**src/rtl/pipeline_controller_if.sv**
```systemverilog
// Decode/Execute/Memory/Writeback control bundle for pipeline_controller.
// The master side drives instruction fields and hazard controls. The slave side
// (the controller) returns decoded and pipelined control bits.
interface pipeline_controller_if #(
  parameter int ALUCTRL_W = 3
);
  // Decode-stage inputs
  logic [5:0]           OpcodeD;
  logic [5:0]           FunctD;
  logic                 EqualD;
  // Hazard-unit controls for the Execute register
  logic                 StallE;
  logic                 FlushE;
  // Decode-stage combinational outputs
  logic                 PCSrcD;
  logic                 JumpD;
  logic                 ZeroExtD;
  logic                 IllegalD;
  // Execute-stage control
  logic                 RegWriteE;
  logic                 MemtoRegE;
  logic                 ALUSrcE;
  logic                 RegDstE;
  logic [ALUCTRL_W-1:0] ALUControlE;
  // Memory-stage control
  logic                 RegWriteM;
  logic                 MemtoRegM;
  logic                 MemWriteM;
  // Writeback-stage control
  logic                 RegWriteW;
  logic                 MemtoRegW;

  modport master (
    output OpcodeD, FunctD, EqualD, StallE, FlushE,
    input  PCSrcD, JumpD, ZeroExtD, IllegalD,
    input  RegWriteE, MemtoRegE, ALUSrcE, RegDstE, ALUControlE,
    input  RegWriteM, MemtoRegM, MemWriteM,
    input  RegWriteW, MemtoRegW
  );

  modport slave (
    input  OpcodeD, FunctD, EqualD, StallE, FlushE,
    output PCSrcD, JumpD, ZeroExtD, IllegalD,
    output RegWriteE, MemtoRegE, ALUSrcE, RegDstE, ALUControlE,
    output RegWriteM, MemtoRegM, MemWriteM,
    output RegWriteW, MemtoRegW
  );
endinterface

```
**src/rtl/pipeline_controller.sv**
```systemverilog
// MIPS-style pipeline controller. It decodes the instruction in Decode and
// carries its control bits through the Execute, Memory and Writeback registers.
// Execute can be held or bubbled by the hazard unit. Memory and Writeback
// always advance.
module pipeline_controller #(
  parameter int ALUCTRL_W    = 3,   // 3..8
  parameter int EN_BNE       = 1,
  parameter int EN_IMM_LOGIC = 1
) (
  input logic                 clk,
  input logic                 reset,
  pipeline_controller_if.slave bus
);

  typedef enum logic [5:0] {
    OP_RTYPE = 6'b000000,
    OP_J     = 6'b000010,
    OP_BEQ   = 6'b000100,
    OP_BNE   = 6'b000101,
    OP_ADDI  = 6'b001000,
    OP_ANDI  = 6'b001100,
    OP_ORI   = 6'b001101,
    OP_LW    = 6'b100011,
    OP_SW    = 6'b101011
  } opcode_e;

  typedef enum logic [5:0] {
    FN_ADD = 6'b100000,
    FN_SUB = 6'b100010,
    FN_AND = 6'b100100,
    FN_OR  = 6'b100101,
    FN_SLT = 6'b101010
  } funct_e;

  typedef enum logic [2:0] {
    ALU_AND = 3'b000,
    ALU_OR  = 3'b001,
    ALU_ADD = 3'b010,
    ALU_SUB = 3'b110,
    ALU_SLT = 3'b111
  } alu_e;

  // Control bits that travel from Decode into the Execute register.
  typedef struct packed {
    logic reg_write;
    logic mem_to_reg;
    logic mem_write;
    logic alu_src;
    logic reg_dst;
    alu_e alu;
  } ctrl_t;

  // A bubble has every enable clear. The ALU code rests at add so that an
  // idle Execute stage looks like a harmless add.
  localparam ctrl_t CTRL_NOP = '{
    reg_write:  1'b0,
    mem_to_reg: 1'b0,
    mem_write:  1'b0,
    alu_src:    1'b0,
    reg_dst:    1'b0,
    alu:        ALU_ADD
  };

  ctrl_t dec;
  logic  branch;
  logic  branch_ne;
  logic  jump;
  logic  zero_ext;
  logic  illegal;

  ctrl_t e_q;
  logic  m_reg_write_q;
  logic  m_mem_to_reg_q;
  logic  m_mem_write_q;
  logic  w_reg_write_q;
  logic  w_mem_to_reg_q;

  // Decode the opcode and funct into control bits. Any illegal or disabled
  // encoding is squashed to a bubble.
  always_comb begin
    // NOTE: every output gets a default first so no path can infer a latch.
    dec       = CTRL_NOP;
    branch    = 1'b0;
    branch_ne = 1'b0;
    jump      = 1'b0;
    zero_ext  = 1'b0;
    illegal   = 1'b0;

    case (bus.OpcodeD)
      OP_RTYPE: begin
        dec.reg_write = 1'b1;
        dec.reg_dst   = 1'b1;
        case (bus.FunctD)
          FN_ADD:  dec.alu = ALU_ADD;
          FN_SUB:  dec.alu = ALU_SUB;
          FN_AND:  dec.alu = ALU_AND;
          FN_OR:   dec.alu = ALU_OR;
          FN_SLT:  dec.alu = ALU_SLT;
          default: illegal = 1'b1;
        endcase
      end
      OP_LW: begin
        dec.reg_write  = 1'b1;
        dec.alu_src    = 1'b1;
        dec.mem_to_reg = 1'b1;
      end
      OP_SW: begin
        dec.alu_src   = 1'b1;
        dec.mem_write = 1'b1;
      end
      OP_BEQ: begin
        branch  = 1'b1;
        dec.alu = ALU_SUB;
      end
      OP_BNE: begin
        if (EN_BNE != 0) begin
          branch_ne = 1'b1;
          dec.alu   = ALU_SUB;
        end else begin
          illegal = 1'b1;
        end
      end
      OP_ADDI: begin
        dec.reg_write = 1'b1;
        dec.alu_src   = 1'b1;
      end
      OP_ANDI, OP_ORI: begin
        if (EN_IMM_LOGIC != 0) begin
          dec.reg_write = 1'b1;
          dec.alu_src   = 1'b1;
          zero_ext      = 1'b1;
          dec.alu       = (bus.OpcodeD == OP_ANDI) ? ALU_AND : ALU_OR;
        end else begin
          illegal = 1'b1;
        end
      end
      OP_J:    jump    = 1'b1;
      default: illegal = 1'b1;
    endcase

    if (illegal) begin
      dec       = CTRL_NOP;
      branch    = 1'b0;
      branch_ne = 1'b0;
      jump      = 1'b0;
      zero_ext  = 1'b0;
    end
  end

  assign bus.PCSrcD   = (branch & bus.EqualD) | (branch_ne & ~bus.EqualD);
  assign bus.JumpD    = jump;
  assign bus.ZeroExtD = zero_ext;
  assign bus.IllegalD = illegal;

  // Execute register: reset and flush both load a bubble, and flush beats stall.
  always_ff @(posedge clk) begin
    // NOTE: sequential state uses non-blocking assignments so every register
    // samples the values from before this edge.
    if (reset || bus.FlushE) begin
      e_q <= CTRL_NOP;
    end else if (!bus.StallE) begin
      e_q <= dec;
    end
  end

  // Memory register always follows Execute. A stalled E is copied again, and
  // the hazard unit is left to suppress that duplicate.
  always_ff @(posedge clk) begin
    if (reset) begin
      m_reg_write_q  <= 1'b0;
      m_mem_to_reg_q <= 1'b0;
      m_mem_write_q  <= 1'b0;
    end else begin
      m_reg_write_q  <= e_q.reg_write;
      m_mem_to_reg_q <= e_q.mem_to_reg;
      m_mem_write_q  <= e_q.mem_write;
    end
  end

  // Writeback register always follows Memory.
  always_ff @(posedge clk) begin
    if (reset) begin
      w_reg_write_q  <= 1'b0;
      w_mem_to_reg_q <= 1'b0;
    end else begin
      w_reg_write_q  <= m_reg_write_q;
      w_mem_to_reg_q <= m_mem_to_reg_q;
    end
  end

  assign bus.RegWriteE   = e_q.reg_write;
  assign bus.MemtoRegE   = e_q.mem_to_reg;
  assign bus.ALUSrcE     = e_q.alu_src;
  assign bus.RegDstE     = e_q.reg_dst;
  assign bus.ALUControlE = ALUCTRL_W'(e_q.alu);

  assign bus.RegWriteM   = m_reg_write_q;
  assign bus.MemtoRegM   = m_mem_to_reg_q;
  assign bus.MemWriteM   = m_mem_write_q;

  assign bus.RegWriteW   = w_reg_write_q;
  assign bus.MemtoRegW   = w_mem_to_reg_q;

endmodule
```
**src/flat_wrapper.sv**
```systemverilog
// flat-port wrapper written by rule: the top's interface ports become plain ports
module pipeline_controller_flat 
#(
  parameter int ALUCTRL_W    = 3,          
  parameter int EN_BNE       = 1,
  parameter int EN_IMM_LOGIC = 1
)
  (clk, reset, bus_OpcodeD, bus_FunctD, bus_EqualD, bus_StallE, bus_FlushE, bus_PCSrcD, bus_JumpD, bus_ZeroExtD, bus_IllegalD, bus_RegWriteE, bus_MemtoRegE, bus_ALUSrcE, bus_RegDstE, bus_ALUControlE, bus_RegWriteM, bus_MemtoRegM, bus_MemWriteM, bus_RegWriteW, bus_MemtoRegW);
  pipeline_controller_if #(.ALUCTRL_W(ALUCTRL_W)) bus_i ();
  input logic clk;
  input logic reset;
  input wire logic [$bits(bus_i.OpcodeD)-1:0] bus_OpcodeD;
  input wire logic [$bits(bus_i.FunctD)-1:0] bus_FunctD;
  input wire logic [$bits(bus_i.EqualD)-1:0] bus_EqualD;
  input wire logic [$bits(bus_i.StallE)-1:0] bus_StallE;
  input wire logic [$bits(bus_i.FlushE)-1:0] bus_FlushE;
  output wire logic [$bits(bus_i.PCSrcD)-1:0] bus_PCSrcD;
  output wire logic [$bits(bus_i.JumpD)-1:0] bus_JumpD;
  output wire logic [$bits(bus_i.ZeroExtD)-1:0] bus_ZeroExtD;
  output wire logic [$bits(bus_i.IllegalD)-1:0] bus_IllegalD;
  output wire logic [$bits(bus_i.RegWriteE)-1:0] bus_RegWriteE;
  output wire logic [$bits(bus_i.MemtoRegE)-1:0] bus_MemtoRegE;
  output wire logic [$bits(bus_i.ALUSrcE)-1:0] bus_ALUSrcE;
  output wire logic [$bits(bus_i.RegDstE)-1:0] bus_RegDstE;
  output wire logic [$bits(bus_i.ALUControlE)-1:0] bus_ALUControlE;
  output wire logic [$bits(bus_i.RegWriteM)-1:0] bus_RegWriteM;
  output wire logic [$bits(bus_i.MemtoRegM)-1:0] bus_MemtoRegM;
  output wire logic [$bits(bus_i.MemWriteM)-1:0] bus_MemWriteM;
  output wire logic [$bits(bus_i.RegWriteW)-1:0] bus_RegWriteW;
  output wire logic [$bits(bus_i.MemtoRegW)-1:0] bus_MemtoRegW;
  assign bus_i.OpcodeD = bus_OpcodeD;
  assign bus_i.FunctD = bus_FunctD;
  assign bus_i.EqualD = bus_EqualD;
  assign bus_i.StallE = bus_StallE;
  assign bus_i.FlushE = bus_FlushE;
  assign bus_PCSrcD = bus_i.PCSrcD;
  assign bus_JumpD = bus_i.JumpD;
  assign bus_ZeroExtD = bus_i.ZeroExtD;
  assign bus_IllegalD = bus_i.IllegalD;
  assign bus_RegWriteE = bus_i.RegWriteE;
  assign bus_MemtoRegE = bus_i.MemtoRegE;
  assign bus_ALUSrcE = bus_i.ALUSrcE;
  assign bus_RegDstE = bus_i.RegDstE;
  assign bus_ALUControlE = bus_i.ALUControlE;
  assign bus_RegWriteM = bus_i.RegWriteM;
  assign bus_MemtoRegM = bus_i.MemtoRegM;
  assign bus_MemWriteM = bus_i.MemWriteM;
  assign bus_RegWriteW = bus_i.RegWriteW;
  assign bus_MemtoRegW = bus_i.MemtoRegW;
  pipeline_controller #(.ALUCTRL_W(ALUCTRL_W), .EN_BNE(EN_BNE), .EN_IMM_LOGIC(EN_IMM_LOGIC)) u_core (.clk(clk), .reset(reset), .bus(bus_i));
endmodule
```
**config.mk**
```make
export PLATFORM = sky130hd
export DESIGN_NAME = pipeline_controller_flat
export DESIGN_NICKNAME = d
export VERILOG_FILES = /design/src/rtl/pipeline_controller_if.sv /design/src/rtl/pipeline_controller.sv /design/src/flat_wrapper.sv
export SDC_FILE = /design/constraint.sdc
export NUM_CORES = 1
export LEC_CHECK = 0
export ABC_AREA = 1
export BUFFER_PORTS_ARGS = -buffer_cell sky130_fd_sc_hd__buf_4
export CAP_MARGIN = 15
export CORE_UTILIZATION = 46
export DETAILED_ROUTE_END_ITERATION = 12
export PLACE_DENSITY = 0.86
export SLEW_MARGIN = 5
export SYNTH_ARGS = -nofsm -noshare
export SYNTH_HDL_FRONTEND = slang
export SYNTH_SLANG_ARGS = --single-unit
```
**constraint.sdc**
```tcl
create_clock -name clk -period 1.1 [get_ports clk]
set_input_delay 0.11 -clock clk [delete_from_list [all_inputs] [get_ports clk]]
set_output_delay 0.11 -clock clk [all_outputs]
set_load 0.01 [all_outputs]
```
==> results of run 1 <==
-- worst reg2reg max path: stages, from the launching register on --
cell and delay, ns:
sky130_fd_sc_hd__dfxtp_1 0.32, sky130_fd_sc_hd__nand2_1 0.06, sky130_fd_sc_hd__o211ai_1 0.08, sky130_fd_sc_hd__nand2_1 0.07, sky130_fd_sc_hd__inv_1 0.04
-- metal layers --
| layer | vias to the layer above | GRT usage, % | share of wire (%) |
|---|---|---|---|
| met5 | - | 0 | 0 |
| met4 | 0 | 4.85 | 0 |
| met3 | 0 | 5.11 | 6.0 |
| met2 | 33 | 34.8 | 49 |
| met1 | 379 | 26.2 | 45 |
| li1 | 446 | - | - |
-- state kept, by name (all words and copies together) (netlist names) --
signal / flops
u_core.bus.RegWriteW: 1
u_core.bus.RegWriteM: 1
u_core.bus.ALUSrcE: 1
u_core.bus.MemtoRegM: 1
u_core.bus.RegWriteE: 1
u_core.bus.ALUControlE: 3
u_core.bus.MemWriteM: 1
u_core.e_q: 1
u_core.bus.RegDstE: 1
u_core.bus.MemtoRegE: 1
u_core.bus.MemtoRegW: 1
-- final timing paths --
check,to,start,slack (ns),cells past startpoint
hold / removal,u_core.bus.RegWriteM,reset,0.03,2
hold reg to reg,u_core.bus.MemWriteM,u_core.e_q[5],0.42,2
setup reg to reg,u_core.bus.ALUControlE[0],u_core.bus.ALUControlE[0],0.44,4
setup / recovery,bus_PCSrcD,bus_OpcodeD[4],-0.002,7
-- cells in the mapped netlist --
cell	count	share of area, %
sky130_fd_sc_hd__nor2_1	18	8.7
sky130_fd_sc_hd__nor3_2	1	1.3
sky130_fd_sc_hd__o21ai_0	3	1.9
sky130_fd_sc_hd__nand4_1	5	4.0
sky130_fd_sc_hd__nand3_2	1	1.3
sky130_fd_sc_hd__o211a_1	1	1.3
sky130_fd_sc_hd__o31ai_1	1	0.97
sky130_fd_sc_hd__buf_4	3	2.9
sky130_fd_sc_hd__a21oi_2	1	1.1
sky130_fd_sc_hd__dfxtp_1	13	34
sky130_fd_sc_hd__nor3_1	1	0.65
sky130_fd_sc_hd__nor2_2	3	2.4
sky130_fd_sc_hd__buf_2	1	0.65
sky130_fd_sc_hd__nand2_1	24	12
sky130_fd_sc_hd__inv_1	20	9.7
sky130_fd_sc_hd__a21oi_1	5	3.2
sky130_fd_sc_hd__nand3_1	10	6.5
sky130_fd_sc_hd__clkinv_1	1	0.48
sky130_fd_sc_hd__inv_2	2	0.97
sky130_fd_sc_hd__nand2_2	4	3.2
sky130_fd_sc_hd__nor2_4	1	1.5
sky130_fd_sc_hd__o211ai_1	2	1.9
-- power groups by stage --
stage	Sequential (mW)	Clock, mW	Combinational (mW)
after floorplan	0.493	0	0.0845
after global placement	0.492	0	0.167
after detailed placement	0.492	0	0.173
after CTS	0.480	0.291	0.173
after global routing	0.481	0.315	0.196
final	0.480	0.285	0.176
-- area by class of cell --
cell class | instances | share of cell area [%]
well taps | 16 | 1.91
multi-input cells | 81 | 38.8
repair buffers | 33 | 23.7
inverters | 23 | 8.25
clock buffers | 4 | 2.51
flip-flops and latches | 13 | 24.9
-- cell families (layout without fill, tap and decap cells) --
family	count (synthesis)	count (layout)
AO/OA/AOI/OAI	13	13
buffers and inverters	27	60
flip-flops	13	13
AND/OR/NAND/NOR	68	68
-- per-stage QoR --
step / utilization (%) / area [µm²] / total power [mW] / instances
floorplan: - / 774 / 0.577 / 121
detailed placement: 65.8 / 1010 / 0.665 / 166
global route: 67.9 / 1050 / 0.992 / 170
finish: 67.9 / 1050 / 0.941 / 170
global placement: 65.8 / 1010 / 0.659 / 166
CTS: 67.5 / 1040 / 0.945 / 170
==> impl_metrics.ini, run 1 <==
[clock_network]
cts-hold-fix-buffers = 0
numCtsBuffers = 3
cts.clk_slew.worst_paths_ns = 0.07
tritoncts = yes
clkSinkCount = 13
cts.htree.levels = 1
number_of_buffers_inserted_by_post_cts_setup_repair = 0
cts_root_buf = sky130_fd_sc_hd__clkbuf_4
insertion_delay_ns = 0.27
cts-root-to-sink-buffers = 2
cts.repair.resized = 0

[timing]
max_slew_margin_pct = 75.0
totalNegativeSetupSlack_ns = -0.00212
rsz_0062_raised_after_global_routing = yes
slew_viol_final = 0
final_period_minus_worst_setup_slack_ns = 1.10
timing.final.crit_share_pct = 100
layout_setup_ws_ns = -0.00212
finalHoldViolCount = 0
fmaxAchievable_ghz = 0.907
finalHoldWorstSlack_ns = 0.0324
worst_clk_skew_ns = 0.000324
report.final.setup_viol = 1
worst_margin_pin_slew_ns = 0.374

[routing]
total_vias_in_the_final_route = 858
detail-route-antenna-nets = 0
wl_per_cell_um = 10.2
iteration_0_drc_markers = 16
drtPass1Iterations = 4
residual_drc_count = 0
vias_per_cell = 5.05
route.final.wire_length_um = 1730

[setup_path]
critical_path_class = in -> out
crit_chain = buf_4 -> nor2_4 -> nand2_2 -> inv_1 -> nand4_1 -> o31ai_1 -> buf_4
timing.critical_path.slowest_cell_delay_ns = 0.18
crit_fanout = 6
cp.required_ns = 0.99
cp.buffers_inverters = 3
critical_path_endpoint_category = output port
timing.critical_path.slowest_stage_cell = sky130_fd_sc_hd__nor2_4
worst_ep_arrival_time_ns = 0.99
worst_setup_path_start_kind = primary input
timing.critical_path.mode_cell = sky130_fd_sc_hd__buf_4
critPathTopFamily = buffers and inverters

[placed_design]
port_buffers = 32
pre_cts_ws_ns = 0.00942
gp_congestion = 0.928
detailedPlacementHpwl_um = 1420

[floorplanning]
core_region_area_um2 = 1540
design.die.area_um2 = 1850
boundaryPins = 33
fp-row-count = 14
starting_density_of_the_core_pct = 50.2
fp.dieW_um = 43.0
die_h_um = 43.0

[synthesis]
yosys.area_share.xor_xnor_pct = 0
synthDistinctLibCells = 22
combinational_family_with_the_most_area_after_synthesis = simple AND/OR/NAND/NOR gates
synthesized_area_per_cell_um2 = 6.40
synth-seq-area-share_pct = 33.6
synth.area.mux_share_pct = 0
synth_compound_area_share_pct = 10.5
post_synth_inst_count = 121
synth-warning-count = 0
synth_nets = 138
synthAdderAreaFrac_pct = 0
simple_gate_share_of_the_synthesized_area_pct = 41.2
netlist_area_um2 = 774
ys_ff_latch = 13

[final_layout]
final_cell_mix = sky130_fd_sc_hd__buf_4, sky130_fd_sc_hd__nand2_1, sky130_fd_sc_hd__inv_1
regArea_um2 = 260
synthToLayoutAreaGrowth_pct = 35.1
multi_input_area_um2 = 405
nets = 172
antenna-diode-count = 0
share_of_final_layout_standard_cells_stronger_than_drive_strength_1_pct = 31.8
leading_cell_type_in_the_layout_fill_and_taps_excluded = sky130_fd_sc_hd__buf_4
fillers = 136

[run]
max_cap_violations = 0

[power_and_ir_drop]
netSwitchingFraction_pct = 26.3
sequentialPowerShare_pct = 51.0
power_leakage_nw = 0.545
vdd.ir_drop.worst_mv = 0.702
p_int_mw = 0.694
switchingPower_mw = 0.248
power.share.clock_pct = 30.3
comb_power_share_pct = 18.7
power_density_nw_per_um2 = 900

[hold_path]
holdCritPathClass = in -> reg

[global_routing]
overflow = 0
grt_use_total_pct = 20.6
grt_first_pass_wirelength_um = 2960
antenna_found_initial = 0
largest_net_degree_at_the_start_of_global_routing = 10
number_of_global_route_vias_before_repair = 753

[outcome]
run_status = finished with violations
failed_checks = negative setup slack
Power figures use the tool's default switching activity.
==> run 2: changes to the inputs <==
- GPL_TIMING_DRIVEN: default -> 1
- PLACE_DENSITY: 0.86 -> 0.88
- SETUP_SLACK_MARGIN: default -> 0.05
==> run 2 against run 1 <==
  * The run still ends with negative setup slack left
  * Via count grew 18%
  * Critical path type unchanged
  * Global-route usage grew 2.6 points
  * Die area unchanged
  * Power is 9.7% higher
  * Worst hold slack worse by 0.0040 ns
  * Sequential cell count unchanged
  * Clock skew grew 0.00075 ns
  * Highest routed layer is now met4
  * First-iteration DRC count grew to 4.3 times the previous value
==> impl_metrics.ini, run 2 (synthesized netlist as in run 1, its figures left out) <==
[outcome]
run_status = finished with violations
failed_checks = negative setup slack

[placed_design]
placed_cells_incl_taps = 166
detailedPlacementHpwl_um = 1410
gp_congestion = 0.857
port_buffers = 32

[routing]
route.final.wire_length_um = 2860
residual_drc_count = 0
wl_per_cell_um = 15.6
total_vias_in_the_final_route = 1014
drtPass1Iterations = 4
vias_per_cell = 5.54
detail-route-antenna-nets = 0
iteration_0_drc_markers = 69

[setup_path]
timing.critical_path.slowest_stage_cell = sky130_fd_sc_hd__nor2_4
critPathTopFamily = simple AND/OR/NAND/NOR gates
crit_fanout = 4
critical_path_class = in -> out
worst_ep_arrival_time_ns = 1.03
cp.buffers_inverters = 3
timing.critical_path.slowest_cell_delay_ns = 0.17
crit_chain = buf_6 -> nor2_4 -> buf_6 -> nand3_4 -> nand2_4 -> nor2_4 -> nand2_2 -> nand2_2 -> buf_6
critical_path_endpoint_category = output port
worst_setup_path_start_kind = primary input
cp.required_ns = 0.99
timing.critical_path.mode_cell = sky130_fd_sc_hd__buf_6

[timing]
slew_viol_final = 0
finalHoldViolCount = 0
timing.final.crit_share_pct = 104
finalHoldWorstSlack_ns = 0.0284
layout_setup_ws_ns = -0.0387
report.final.setup_viol = 2
max_slew_margin_pct = 69.6
worst_margin_pin_slew_ns = 0.455
worst_clk_skew_ns = 0.00108
rsz_0062_raised_after_global_routing = yes
fmaxAchievable_ghz = 0.878
final_period_minus_worst_setup_slack_ns = 1.14

[final_layout]
nets = 185
synthToLayoutAreaGrowth_pct = 64.9
layout.cells.non_filler = 183
final_cell_mix = sky130_fd_sc_hd__buf_4, sky130_fd_sc_hd__nand2_1, sky130_fd_sc_hd__inv_1
leading_cell_type_in_the_layout_fill_and_taps_excluded = sky130_fd_sc_hd__buf_4
share_of_final_layout_standard_cells_stronger_than_drive_strength_1_pct = 45.5
largest_reg_flops = 3
antenna-diode-count = 0

[global_routing]
number_of_global_route_vias_before_repair = 836
largest_net_degree_at_the_start_of_global_routing = 10
overflow = 0
antenna_found_initial = 0
grt_first_pass_wirelength_um = 3300
grt_use_total_pct = 23.2

[clock_network]
tritoncts = yes
cts_root_buf = sky130_fd_sc_hd__clkbuf_4
insertion_delay_ns = 0.28
cts-root-to-sink-buffers = 2
cts.clk_slew.worst_paths_ns = 0.08
numCtsBuffers = 3
cts.htree.levels = 1
clkSinkCount = 13

[floorplanning]
fp-row-count = 14
boundaryPins = 33
core_region_area_um2 = 1540
fp.dieW_um = 43.0
design.die.area_um2 = 1850
die_h_um = 43.0
starting_density_of_the_core_pct = 50.2

[run]
max_cap_violations = 0

[power_and_ir_drop]
power_leakage_nw = 0.633
power_density_nw_per_um2 = 808
vdd.ir_drop.worst_mv = 0.892

[hold_path]
holdCritPathClass = in -> reg
## run 2: cell count changes in the layout (fill, tap and decap cells not counted), sizes merged
cell | previous run | this run
buf | 33 | 46
## run 2: through the flow
step	worst slack (ns)	TNS, ns	total power [mW]	utilization, %	cell area, µm²
2_1_floorplan	0.243	0	0.577	-	774
3_3_place_gp	0.0246	0	0.659	65.8	1010
3_5_place_dp	-0.00442	-0.00442	0.664	65.8	1010
4_1_cts	0.0256	0	0.974	72.5	1120
5_1_grt	-0.0995	-0.253	1.07	82.9	1280
6_report	-0.0387	-0.0760	1.03	82.9	1280
## run 2: cell type report
| class | instances | area [µm²] |
|---|---|---|
| multi-input cells | 81 | 509 |
| repair buffers | 46 | 375 |
| fillers | 99 | 264 |
| flip-flops and latches | 13 | 260 |
| inverters | 23 | 86.3 |
| clock buffers | 4 | 26.3 |
| well taps | 16 | 20.0 |
## run 2: path summary, 6_finish.rpt
path | from | endpoint | slack (ns) | cells past startpoint
setup / recovery | bus_OpcodeD[5] | bus_IllegalD | -0.04 | 9
hold / removal | reset | u_core.bus.MemtoRegW | 0.03 | 2
setup reg to reg | u_core.bus.RegWriteE | u_core.bus.RegWriteE | 0.36 | 2
hold reg to reg | u_core.bus.RegWriteM | u_core.bus.RegWriteW | 0.43 | 2
## run 2: what timing repair did
action / 4_1_cts / 5_1_grt
hold buffers: 0 / 0
setup endpoints to repair: 2 / 6
buffers inserted: 5 / 10
pin swaps: 4 / 17
resized for setup: 11 / 22
## run 2: per-layer routing
metal	vias to the layer above	global-route usage (%)	wire (µm)
li1	473	-	-
met1	464	26.6	1070
met2	61	41.2	1510
met3	16	6.81	170
met4	0	6.67	119
met5	-	0	0
## run 2: report_power, final
part | total (mW) | switching, mW | internal [mW]
Combinational | 0.255 | 0.143 | 0.112
Clock | 0.296 | 0.155 | 0.141
Sequential | 0.481 | 0.00409 | 0.477
Total | 1.03 | 0.302 | 0.730
